$ cat src/rtl/mem_port_arbiter_if.sv
// mem_port_arbiter_if: bundles the fetch requester, data requester and unified
// memory port signals shared around mem_port_arbiter.
//
// Modports:
//   master - arbiter view: receives requests and memory responses, drives the
//            returned data, rvalid pulses, stalls and the memory request fields.
//   slave  - environment view (requesters plus memory model), the mirror image.
//
// Signal groups:
//   fetch  : i_req, i_addr -> i_rdata, i_rvalid, i_stall
//   data   : d_req, d_we, d_addr, d_wd, d_be -> d_rdata, d_rvalid, d_stall
//   memory : mem_req, mem_we, mem_addr, mem_wd, mem_be <- mem_gnt, mem_rvalid, mem_rd
interface mem_port_arbiter_if #(
    parameter int unsigned ADDR_W = 32
) ();
    logic              i_req;
    logic [ADDR_W-1:0] i_addr;
    logic [31:0]       i_rdata;
    logic              i_rvalid;
    logic              i_stall;

    logic              d_req;
    logic              d_we;
    logic [ADDR_W-1:0] d_addr;
    logic [31:0]       d_wd;
    logic [3:0]        d_be;
    logic [31:0]       d_rdata;
    logic              d_rvalid;
    logic              d_stall;

    logic              mem_req;
    logic              mem_we;
    logic [ADDR_W-1:0] mem_addr;
    logic [31:0]       mem_wd;
    logic [3:0]        mem_be;
    logic              mem_gnt;
    logic              mem_rvalid;
    logic [31:0]       mem_rd;

    modport master (
        input  i_req, i_addr, d_req, d_we, d_addr, d_wd, d_be, mem_gnt, mem_rvalid, mem_rd,
        output i_rdata, i_rvalid, i_stall, d_rdata, d_rvalid, d_stall,
        output mem_req, mem_we, mem_addr, mem_wd, mem_be
    );

    modport slave (
        output i_req, i_addr, d_req, d_we, d_addr, d_wd, d_be, mem_gnt, mem_rvalid, mem_rd,
        input  i_rdata, i_rvalid, i_stall, d_rdata, d_rvalid, d_stall,
        input  mem_req, mem_we, mem_addr, mem_wd, mem_be
    );
endinterface

$ cat src/rtl/mem_port_arbiter.sv
// mem_port_arbiter: shares one single-ported memory between instruction fetch
// and load/store. One transaction outstanding at a time; data wins contention
// unless it has already taken MAX_D_STREAK consecutive grants while fetch was
// waiting, in which case fetch is forced through.
//
// Ports:
//   clk, reset : clock, synchronous active-high reset
//   bus        : mem_port_arbiter_if.master (fetch, data and memory signals)
//   perf_i_stall_cnt / perf_d_stall_cnt : stall-cycle counters, present only
//                when ARB_PERF_CNT_EN is defined
//
// Optional feature macro: ARB_PERF_CNT_EN
module mem_port_arbiter #(
    parameter int unsigned MAX_D_STREAK = 4,
    parameter int unsigned ADDR_W       = 32
) (
    input  logic                  clk,
    input  logic                  reset,
`ifdef ARB_PERF_CNT_EN
    output logic [31:0]           perf_i_stall_cnt,
    output logic [31:0]           perf_d_stall_cnt,
`endif
    mem_port_arbiter_if.master    bus
);
    typedef enum logic [1:0] {StIdle, StWaitI, StWaitD} state_e;

    localparam logic [3:0] MaxStreak = 4'(MAX_D_STREAK);

    state_e            state;
    logic [3:0]        streak;
    logic              pick_d;
    logic              pick_i;
    logic [ADDR_W-1:0] sel_addr;

    // Selection is combinational so a request can issue in the same cycle it
    // appears; it only exists in IDLE, so WAIT states never present mem_req.
    always_comb begin
        pick_d   = (state == StIdle) && bus.d_req && (!bus.i_req || (streak < MaxStreak));
        pick_i   = (state == StIdle) && bus.i_req && !pick_d;
        sel_addr = '0;
        if (pick_d) begin
            sel_addr = bus.d_addr;
        end else if (pick_i) begin
            sel_addr = bus.i_addr;
        end
    end

    assign bus.mem_req  = pick_d | pick_i;
    assign bus.mem_we   = pick_d & bus.d_we;
    assign bus.mem_addr = sel_addr;
    assign bus.mem_wd   = pick_d ? bus.d_wd : 32'h0;
    assign bus.mem_be   = pick_d ? bus.d_be : (pick_i ? 4'hF : 4'h0);

    assign bus.i_stall  = bus.i_req && !bus.i_rvalid;
    assign bus.d_stall  = bus.d_req && !bus.d_rvalid;

    always_ff @(posedge clk) begin
        if (reset) begin
            state        <= StIdle;
            streak       <= 4'd0;
            bus.i_rvalid <= 1'b0;
            bus.d_rvalid <= 1'b0;
            bus.i_rdata  <= 32'h0;
            bus.d_rdata  <= 32'h0;
        end else begin
            bus.i_rvalid <= 1'b0;
            bus.d_rvalid <= 1'b0;

            case (state)
                StIdle: begin
                    // mem_rvalid here has no owner and is dropped.
                    if (bus.mem_gnt && pick_d) begin
                        state <= StWaitD;
                    end else if (bus.mem_gnt && pick_i) begin
                        state <= StWaitI;
                    end
                end
                StWaitI: begin
                    if (bus.mem_rvalid) begin
                        bus.i_rdata  <= bus.mem_rd;
                        bus.i_rvalid <= 1'b1;
                        state        <= StIdle;
                    end
                end
                StWaitD: begin
                    // Store acks also land here; d_rdata takes whatever mem_rd carries.
                    if (bus.mem_rvalid) begin
                        bus.d_rdata  <= bus.mem_rd;
                        bus.d_rvalid <= 1'b1;
                        state        <= StIdle;
                    end
                end
                default: state <= StIdle;
            endcase

            // Streak counts data grants that bypassed a waiting fetch.
            if (!bus.i_req) begin
                streak <= 4'd0;
            end else if (bus.mem_gnt && pick_i) begin
                streak <= 4'd0;
            end else if (bus.mem_gnt && pick_d && (streak < MaxStreak)) begin
                streak <= streak + 4'd1;
            end
        end
    end

`ifdef ARB_PERF_CNT_EN
    always_ff @(posedge clk) begin
        if (reset) begin
            perf_i_stall_cnt <= 32'h0;
            perf_d_stall_cnt <= 32'h0;
        end else begin
            if (bus.i_stall) perf_i_stall_cnt <= perf_i_stall_cnt + 32'h1;
            if (bus.d_stall) perf_d_stall_cnt <= perf_d_stall_cnt + 32'h1;
        end
    end
`endif

endmodule

$ cat src/flat_wrapper.sv
// flat-port wrapper written by rule: the top's interface ports become plain ports
module mem_port_arbiter_flat 
#(
    parameter int unsigned MAX_D_STREAK = 4,
    parameter int unsigned ADDR_W       = 32
)
  (clk, reset, bus_i_req, bus_i_addr, bus_d_req, bus_d_we, bus_d_addr, bus_d_wd, bus_d_be, bus_mem_gnt, bus_mem_rvalid, bus_mem_rd, bus_i_rdata, bus_i_rvalid, bus_i_stall, bus_d_rdata, bus_d_rvalid, bus_d_stall, bus_mem_req, bus_mem_we, bus_mem_addr, bus_mem_wd, bus_mem_be);
  mem_port_arbiter_if #(.ADDR_W(ADDR_W)) bus_i ();
  input  logic clk;
  input  logic reset;
  input wire logic [$bits(bus_i.i_req)-1:0] bus_i_req;
  input wire logic [$bits(bus_i.i_addr)-1:0] bus_i_addr;
  input wire logic [$bits(bus_i.d_req)-1:0] bus_d_req;
  input wire logic [$bits(bus_i.d_we)-1:0] bus_d_we;
  input wire logic [$bits(bus_i.d_addr)-1:0] bus_d_addr;
  input wire logic [$bits(bus_i.d_wd)-1:0] bus_d_wd;
  input wire logic [$bits(bus_i.d_be)-1:0] bus_d_be;
  input wire logic [$bits(bus_i.mem_gnt)-1:0] bus_mem_gnt;
  input wire logic [$bits(bus_i.mem_rvalid)-1:0] bus_mem_rvalid;
  input wire logic [$bits(bus_i.mem_rd)-1:0] bus_mem_rd;
  output wire logic [$bits(bus_i.i_rdata)-1:0] bus_i_rdata;
  output wire logic [$bits(bus_i.i_rvalid)-1:0] bus_i_rvalid;
  output wire logic [$bits(bus_i.i_stall)-1:0] bus_i_stall;
  output wire logic [$bits(bus_i.d_rdata)-1:0] bus_d_rdata;
  output wire logic [$bits(bus_i.d_rvalid)-1:0] bus_d_rvalid;
  output wire logic [$bits(bus_i.d_stall)-1:0] bus_d_stall;
  output wire logic [$bits(bus_i.mem_req)-1:0] bus_mem_req;
  output wire logic [$bits(bus_i.mem_we)-1:0] bus_mem_we;
  output wire logic [$bits(bus_i.mem_addr)-1:0] bus_mem_addr;
  output wire logic [$bits(bus_i.mem_wd)-1:0] bus_mem_wd;
  output wire logic [$bits(bus_i.mem_be)-1:0] bus_mem_be;
  assign bus_i.i_req = bus_i_req;
  assign bus_i.i_addr = bus_i_addr;
  assign bus_i.d_req = bus_d_req;
  assign bus_i.d_we = bus_d_we;
  assign bus_i.d_addr = bus_d_addr;
  assign bus_i.d_wd = bus_d_wd;
  assign bus_i.d_be = bus_d_be;
  assign bus_i.mem_gnt = bus_mem_gnt;
  assign bus_i.mem_rvalid = bus_mem_rvalid;
  assign bus_i.mem_rd = bus_mem_rd;
  assign bus_i_rdata = bus_i.i_rdata;
  assign bus_i_rvalid = bus_i.i_rvalid;
  assign bus_i_stall = bus_i.i_stall;
  assign bus_d_rdata = bus_i.d_rdata;
  assign bus_d_rvalid = bus_i.d_rvalid;
  assign bus_d_stall = bus_i.d_stall;
  assign bus_mem_req = bus_i.mem_req;
  assign bus_mem_we = bus_i.mem_we;
  assign bus_mem_addr = bus_i.mem_addr;
  assign bus_mem_wd = bus_i.mem_wd;
  assign bus_mem_be = bus_i.mem_be;
  mem_port_arbiter #(.MAX_D_STREAK(MAX_D_STREAK), .ADDR_W(ADDR_W)) u_core (.clk(clk), .reset(reset), .bus(bus_i));
endmodule
$ cat config.mk
export PLATFORM = sky130hd
export DESIGN_NAME = mem_port_arbiter_flat
export DESIGN_NICKNAME = d
export VERILOG_FILES = /design/src/rtl/mem_port_arbiter_if.sv /design/src/rtl/mem_port_arbiter.sv /design/src/flat_wrapper.sv
export SDC_FILE = /design/constraint.sdc
export NUM_CORES = 1
export LEC_CHECK = 0
export ABC_AREA = 1
export CAP_MARGIN = 5
export CORE_AREA = 2 2 107 109
export DETAILED_ROUTE_END_ITERATION = 12
export DIE_AREA = 0 0 109 111
export GPL_ROUTABILITY_DRIVEN = 0
export MAX_ROUTING_LAYER = met4
export PLACE_DENSITY = 0.81
export SYNTH_ARGS = -nofsm -noshare
export SYNTH_HDL_FRONTEND = slang
export SYNTH_SLANG_ARGS = --single-unit
$ cat constraint.sdc
create_clock -name clk -period 3.8 [get_ports clk]
set_clock_uncertainty 0.2 [all_clocks]
set_input_delay 0.38 -clock clk [delete_from_list [all_inputs] [get_ports clk]]
set_output_delay 0.38 -clock clk [all_outputs]
set_load 0.02 [all_outputs]
* Word-level counts from Yosys, hierarchy flattened *
Index checks and enable logic that the tools add are counted.

word-level totals
  bits in registers = 72
  latch bits = 0
  bits in writable memories = 0
  memory bits (read-only) = 0
  input bits = 139
  output and inout bits = 138
  logic and storage cells = 49
  memories = 0

cells by class
  $add $sub $neg = 1
  $mul = 0
  divide/modulo/power cells = 0
  order comparisons = 1
  equal/unequal tests = 4
  shift-type cells = 0
  multiplexer cells = 10
  bitwise gates (word level) = 5
  reductions and logical operators = 22

operators with widths
  kind                                                                           number
  32-bit 2-to-1 mux                                                              3
  1-bit logical AND                                                              9
  4-bit 2-to-1 mux                                                               2
  2-bit 2-to-1 mux                                                               3
  2-bit AND reduction                                                            3
  2-bit OR reduction                                                             3
  4-bit by 1-bit adder with 4-bit output (second input constant)                 1
  1-bit zero test                                                                4
  4-bit by 3-bit less-than comparator with 1-bit output (second input constant)  1
  2-bit one-hot mux with 2 select lines                                          1
  3-bit inequality test (second input constant)                                  1
  1-bit inverter                                                                 3
  3-bit OR reduction                                                             1
  2-bit by 1-bit == test with 1-bit output (second input constant)               1
  2-bit == test (second input constant)                                          1
  2-bit zero test                                                                1
  2-bit by 1-bit inequality test with 1-bit output (second input constant)       1
  1-bit bitwise AND                                                              1
  1-bit logical OR                                                               1
  1-bit 2-to-1 mux                                                               1
  1-bit OR                                                                       1

* Depth between registers and ports, before layout *
  word-level depth = 9
  mapped depth = 9
  depth with buffers taken out = 9

* Worst setup path before layout *
OpenSTA, ideal clock, no wires.

  kind = register -> output
  start = register u_core.state[0]
  end = output port bus_mem_wd[10]
  data arrival time = 1454 ps
  required time = 3220 ps
  setup slack = 1766 ps
  cell stages (with the launch flop) = 9
  path buffers = 2
  path through = dfxtp_1 -> inv_1 -> ha_1 -> nand2_1 -> inv_2 -> nand2_2 -> buf_4 -> buf_6 -> nor2_1

between the ends
  cells in the longest elaborated chain, start to end = 4

RTL lines
  item                             line                    source
  start: declaration               mem_port_arbiter.sv:29  state_e state;
  start signal: assignment         mem_port_arbiter.sv:59  state <= StIdle;
  start signal: assignment         mem_port_arbiter.sv:73  state <= StWaitD;
  start signal: assignment         mem_port_arbiter.sv:75  state <= StWaitI;
  2-bit zero test                  mem_port_arbiter.sv:38  pick_d = (state == StIdle) && bus.d_req && (!bus.i_req || (streak < MaxStreak));
  1-bit logical AND (2 in series)  mem_port_arbiter.sv:38
  32-bit 2-to-1 mux                mem_port_arbiter.sv:51  assign bus.mem_wd = pick_d ? bus.d_wd : 32'h0;
  end: declaration                 flat_wrapper.sv:30      output wire logic [$bits(bus_i.mem_wd)-1:0] bus_mem_wd;

No other way between the ends.

* Worst setup path after layout *
  start = register u_core.state[0]
  end = output port bus_mem_addr[29]

between the ends
  cells in the longest elaborated chain, start to end = 7
  elaborated cells on any way between the ends = 8
  those cells by class = mux: 2; reduce/logical: 6

RTL lines
  item                             line                                            source
  2-bit zero test *                mem_port_arbiter.sv:38, mem_port_arbiter.sv:39
  1-bit logical AND (2 in series)  mem_port_arbiter.sv:38
  1-bit zero test                  mem_port_arbiter.sv:39                          pick_i = (state == StIdle) && bus.i_req && !pick_d;
  1-bit logical AND                mem_port_arbiter.sv:39
  32-bit 2-to-1 mux                mem_port_arbiter.sv:43                          end else if (pick_i) begin
  32-bit 2-to-1 mux *              mem_port_arbiter.sv:41                          if (pick_d) begin
  end: declaration                 flat_wrapper.sv:29                              output wire logic [$bits(bus_i.mem_addr)-1:0] bus_mem_addr;

Every way passes the cells marked *; elsewhere a longest branch is shown, timed or not.

==> reports/metrics.cfg <==
[power]
switching_share_pct = 41.7
power_leakage_nw = 2.71
seq_power_share_pct = 23.9
power.density_nw_per_um2 = 619
p_int_mw = 2.36
clockPowerShare_pct = 19.2
power_switching_mw = 1.69
p_comb_share_pct = 56.9
peakVddDrop_uv = 363

[logic_synthesis]
yosys_warnings = 0
syn_avg_cell_area_um2 = 6.58
syn_inst = 523
yosysTopAreaCell = dfxtp_1
synthesis.area_um2 = 3440
synth_area_leaders = dfxtp_1 42%, nor2_1 17%, nand3_1 10%
mappedNetlistNets = 666
synthDistinctLibCells = 20
synth-seq-cells = 72
ys_seq_area_share_pct = 41.9
synth_top_area_share_pct = 41.9

[detailed_routing]
wire_per_inst_um = 15.6
vias = 4263
dr.pass1.iters = 4
viasPerCell = 4.58
drc = 0
final_antenna_net_count = 0
dr.first_iter.drc_count = 280
wirelength_um = 14500

[sta]
fin_ws_ns = 0.730
rsz0062_at_grt = false
hold-worst-slack_ns = 0.271
fin_setup_tns_ns = 0
tightest_slew_ns = 1.11
finalHoldViolCount = 0
slew_headroom_pct = 26.2
report.final.slew_viol_count = 0
finalCriticalPeriod_ns = 3.07
finalSetupViolCount = 0
period_share_pct = 80.8
max_freq_ghz = 0.326

[hold_path]
hold_end = u_core.streak[1]
worstHoldPathCells = 2
min_path_type = reg -> reg
min-delay-start = u_core.streak[1]

[worst_setup_path]
cp.required_ns = 3.22
start_kind = register
cp.arrival_ns = 2.49
regToRegSetupSlack_ns = 1.59
rr_worst_depth = 7
endpoint_kind = output port
r2r_end = u_core.bus.d_rdata[12]
critPathKind = reg -> out
r2r-start = u_core.state[0]
cp_max_fo = 28

[placed_design]
dp_worst_setup_slack_ns = 0.823
post-dp-hpwl_um = 11100
port_buffers = 276

[global_routing]
grt.overflow.total = 0
antenna_found_initial = 0
grtUsageTotal_pct = 23.6
grt_pass1_wl_um = 21400
first_global_vias = 3886
grt_max_degree = 49

[floorplanning]
die_x_um = 109
chipHeight_um = 111
placement_rows = 39
fp.dieArea_um2 = 12100
start_util_pct = 31.1
core_area_um2 = 11100
pin_count = 277

[final_layout]
area_growth_pct = 90.2
final_net_count = 926
nFillCells = 1029
drive_above_1_share_pct = 4.70
multi_input_area_um2 = 1650
seq_area_um2 = 1440
n_antenna_cell = 0

[status]
status = finished, final reports clean

[clock_network]
cts_tree = done
clk_latency_ns = 0.32
clkTransAtPathRegs_ns = 0.06
hold_buffers = 0
cts_resized = 0
numCtsBuffers = 9
htreeDepth = 3
clock_path_buffers = 2
cts_setup_buffers = 0
cts_sinks = 72
root_buffer = clkbuf_16

[job]
max-cap-violations = 0

==> power by group through the flow <==
stage | Sequential, mW | Combinational (mW) | Clock (mW)
6_report | 0.968 | 2.30 | 0.776
5_1_grt | 0.983 | 2.47 | 0.831
4_1_cts | 0.968 | 2.32 | 0.792
3_5_place_dp | 0.983 | 2.31 | 0
3_3_place_gp | 0.978 | 2.29 | 0
2_1_floorplan | 1.13 | 1.09 | 0
==> final cells by class <==
class	count	share of cell area (%)
flip-flops and latches	72	22.0
multi-input cells	368	25.2
repair buffers	284	43.1
clock buffers	10	3.50
clock inverters	6	0.650
well taps	143	2.73
inverters	48	2.75
==> cells by family after synthesis <==
group	synth area share [%]
simple gates	34.9
flops	41.9
compound gates	11.5
buf+inv	10.2
fa+ha+maj	1.45
==> worst max-delay path by stage <==
stage	start	to	slack [ns]	cells after the start
finish	u_core.state[0]	bus_mem_addr[29]	0.73	9
CTS	u_core.state[0]	bus_mem_addr[29]	0.73	9
floorplan	u_core.state[0]	bus_mem_wd[10]	1.77	8
global route	u_core.state[0]	bus_mem_addr[31]	0.52	9
global placement	bus_i_req	bus_mem_addr[31]	0.86	7
detailed placement	bus_i_req	bus_mem_addr[29]	0.82	7
==> placed cells by master, fill, tap and decap left out <==
cell type	instances
o21ai_4	1
nand3_1	70
a21oi_1	5
buf_4	8
o211ai_1	1
nor2_2	10
clkdlybuf4s50_1	276
clkinv_2	2
inv_2	2
o21ai_0	64
nand2_2	1
nand2_1	47
clkbuf_16	9
o21a_1	3
dfxtp_1	72
clkinvlp_4	2
nand4_1	1
inv_6	2
clkbuf_1	1
inv_1	46
o21ai_1	1
nor2_1	160
ha_1	4
==> per-stage QoR <==
step | area (µm²) | utilization [%] | power, mW | instances
floorplan | 3440 | - | 2.22 | 523
global placement | 6270 | 56.6 | 3.27 | 915
detailed placement | 6270 | 56.6 | 3.29 | 915
CTS | 6540 | 59.1 | 4.08 | 931
global route | 6540 | 59.1 | 4.29 | 931
finish | 6540 | 59.1 | 4.05 | 931
==> cells in the mapped netlist, drive strengths merged <==
cell type	n
clkbuf	16
inv	48
dfxtp	72
nand4	1
ha	4
buf	19
nand3	70
o211ai	1
o21a	3
a21oi	5
nand2	48
o21ai	66
nor2	170
==> metal layers <==
layer | up-vias | share of wire (%) | track usage, % | wire length, µm
li1 | 2172 | - | - | -
met1 | 1902 | 41 | 27.5 | 5930
met2 | 173 | 49 | 39.8 | 7120
met3 | 16 | 8.4 | 7.05 | 1220
met4 | 0 | 1.5 | 5.21 | 215
met5 | - | 0 | - | 0
==> critical path, stage by stage (launching register included) <==
cell and delay [ns]:
dfxtp_1 0.36, inv_1 0.07, ha_1 0.26, nand2_1 0.11, inv_2 0.04, nand2_2 0.17, buf_4 0.33, nand3_1 0.11
nand2_1 0.09, clkdlybuf4s50_1 0.63
==> sequential cells by signal (all words and copies together), names as in the netlist <==
| name | count |
|---|---|
| u_core.bus.i_rdata | 32 |
| u_core.bus.d_rdata | 32 |
| u_core.streak | 4 |
| u_core.bus.d_rvalid | 1 |
| u_core.state | 2 |
| u_core.bus.i_rvalid | 1 |
(Power assumes the default switching activity.)
==> variant, RTL diff (same flow settings) <==
`ADDR_W` is set to 32 in 3 places; all go to 16.
--- a/src/rtl/mem_port_arbiter_if.sv
+++ b/src/rtl/mem_port_arbiter_if.sv
@@ -12,5 +12,5 @@
 //   memory : mem_req, mem_we, mem_addr, mem_wd, mem_be <- mem_gnt, mem_rvalid, mem_rd
 interface mem_port_arbiter_if #(
-    parameter int unsigned ADDR_W = 32
+    parameter int unsigned ADDR_W = 16
 ) ();
     logic              i_req;
--- a/src/rtl/mem_port_arbiter.sv
+++ b/src/rtl/mem_port_arbiter.sv
@@ -13,5 +13,5 @@
 module mem_port_arbiter #(
     parameter int unsigned MAX_D_STREAK = 4,
-    parameter int unsigned ADDR_W       = 32
+    parameter int unsigned ADDR_W       = 16
 ) (
     input  logic                  clk,
--- a/src/flat_wrapper.sv
+++ b/src/flat_wrapper.sv
@@ -3,5 +3,5 @@
 #(
     parameter int unsigned MAX_D_STREAK = 4,
-    parameter int unsigned ADDR_W       = 32
+    parameter int unsigned ADDR_W       = 16
 )
   (clk, reset, bus_i_req, bus_i_addr, bus_d_req, bus_d_we, bus_d_addr, bus_d_wd, bus_d_be, bus_mem_gnt, bus_mem_rvalid, bus_mem_rd, bus_i_rdata, bus_i_rvalid, bus_i_stall, bus_d_rdata, bus_d_rvalid, bus_d_stall, bus_mem_req, bus_mem_we, bus_mem_addr, bus_mem_wd, bus_mem_be);
Ports: changed (resized bus_d_addr, bus_i_addr and bus_mem_addr); port bits go from 277 to 229. The function was not compared with the original's and may differ.
==> variant against the unedited design <==
  * Synthesized area fell by 7.8%
  * Non-clock buffer count fell by 52
  * Global-route usage fell by 4.3 points
  * Worst setup slack got worse by 0.27 ns
  * Total power fell by 10%
  * Design area fell by 11%
  * Sequential cell count did not move
  * Final cell count fell by 11%
  * Wire length fell by 17%
  * Combinational power fell by 19%
  * Core utilization fell by 6.6 points
  * Register-to-register slack barely moved
  * Sequential share of layout area rose by 2.8 points
  * Critical endpoint is now bus_mem_addr[1]
  * Largest power group unchanged
  * Highest routed layer unchanged
==> variant: results (changes against the unedited design) <==
GRT
  • Largest net degree at the start of global routing: 68 (+39%)
  • Vias in the first global route: 3404 (-12%)
  • Total track usage: 19.3% (-4.3 points)
  • First-pass GRT wire length: 17400 microns (-19%)

CTS
  • # H-tree levels: 3 (unchanged)

Synth
  • Ys Warns: 0 (unchanged)
  • Avg Inst Size Synth: 6.78 sq um (+3.0%)
  • Synth Area in Adders: 1.58% (+0.12 points)
  • Sequential element share of the synthesized area: 45.4% (+3.6 points)
  • Xor and xnor area share after synthesis: 0% (unchanged)
  • Top post-synthesis cells by area: dfxtp_1 45%, nor2_1 20%, o21ai_0 9.9%
  • Post-synthesis compound-gate area fraction: 12.1% (+0.58 points)
  • Post-synthesis mux area share: 0% (unchanged)
  • Top cells by count, synth: 169 x nor2_1, 72 x dfxtp_1, 63 x o21ai_0, 43 x inv_1, 39 x nand3_1
  • Post-synth net total: 579 (-13%)

Critical path
  • CP max FO: 48 (+71%)
  • Worst path slowest cell: clkdlybuf4s50_1
  • Max incr delay on CP: 0.66 ns (+0.03 ns)
  • Crit path DAT: 2.76 ns (+0.27 ns)

Placement
  • Pre-CTS setup slack: 0.663 ns (-0.160 ns)
  • Placed inst area: 0.00552 sq mm (-12%)
  • # port buffers: 228 (-17%)
  • HPWL Detailed: 8930 microns (-20%)
  • Inst Count DP: 814 (-11%)

Power
  • Peak supply drop: 0.000369 V (+1.7%)
  • LEAKAGE: 2.38 nW (-12%)
  • Sw frac: 38.8% (-2.8 points)

Final layout
  • Final cell count without fillers: 830 (-11%)
  • # diodes: 0 (unchanged)
  • Share of cells above drive strength 1: 3.78% (-0.91 points)
  • # nets final: 793 (-14%)

Drt
  • Final wirelength: 12000 microns (-17%)
  • DR iter-0 viols: 225 (-20%)
  • Vias: 3691 (-13%)

Timing
  • Slew Limit Headroom: 28.5% (+2.3 points)

Status
  • Run status: completed
-- variant: cell count changes after synthesis, moves of 2 or more --
cell and delta:
inv_1 -3, nand3_1 -31, buf_2 -2, clkbuf_1 -4, nor2_2 -10, nor2_1 +9, inv_2 +2, nand2_1 -17
-- variant: cells by family (layout without fill, tap and decap cells) --
| group | after synthesis | after routing |
|---|---|---|
| AOI/OAI and AO/OA | 74 | 74 |
| adders and majority gates | 4 | 4 |
| buffers and inverters | 76 | 295 |
| DFF | 72 | 72 |
| and+or+nand+nor | 242 | 242 |
-- variant: layer usage --
metal / share of wire, % / up-vias / GRT usage [%]
met5: 0 / - / -
met4: 2.8 / 0 / 7.09
met3: 11 / 19 / 6.88
met2: 47 / 158 / 32.0
met1: 40 / 1629 / 21.0
li1: - / 1885 / -
-- variant: worst paths after layout --
kind	startpoint	endpoint	slack, ns	cells past startpoint
max	u_core.state[0]	bus_mem_addr[1]	0.46	9
min	u_core.streak[3]	u_core.streak[3]	0.26	2
max reg2reg	u_core.state[0]	u_core.bus.d_rdata[28]	1.59	7
min reg2reg	u_core.streak[3]	u_core.streak[3]	0.26	2
-- variant: cell type report --
cell class                      count  area, sq um
Clock buffer                       14          274
Tap cell                          143          179
Fill cell                        1071         5270
Timing Repair Buffer              232         2310
Inverter                           47          176
Multi-Input combinational cell    320         1410
Sequential cell                    72         1440
Clock inverter                      2         12.5
-- variant: power by group through the flow --
stage                     logic (W)  registers (W)  clock network, W
after floorplan            0.000864        0.00113                 0
after global placement      0.00187       0.000977                 0
after detailed placement    0.00188       0.000985                 0
after CTS                   0.00189       0.000969          0.000815
after global routing        0.00202       0.000984          0.000854
final                       0.00187       0.000967          0.000795
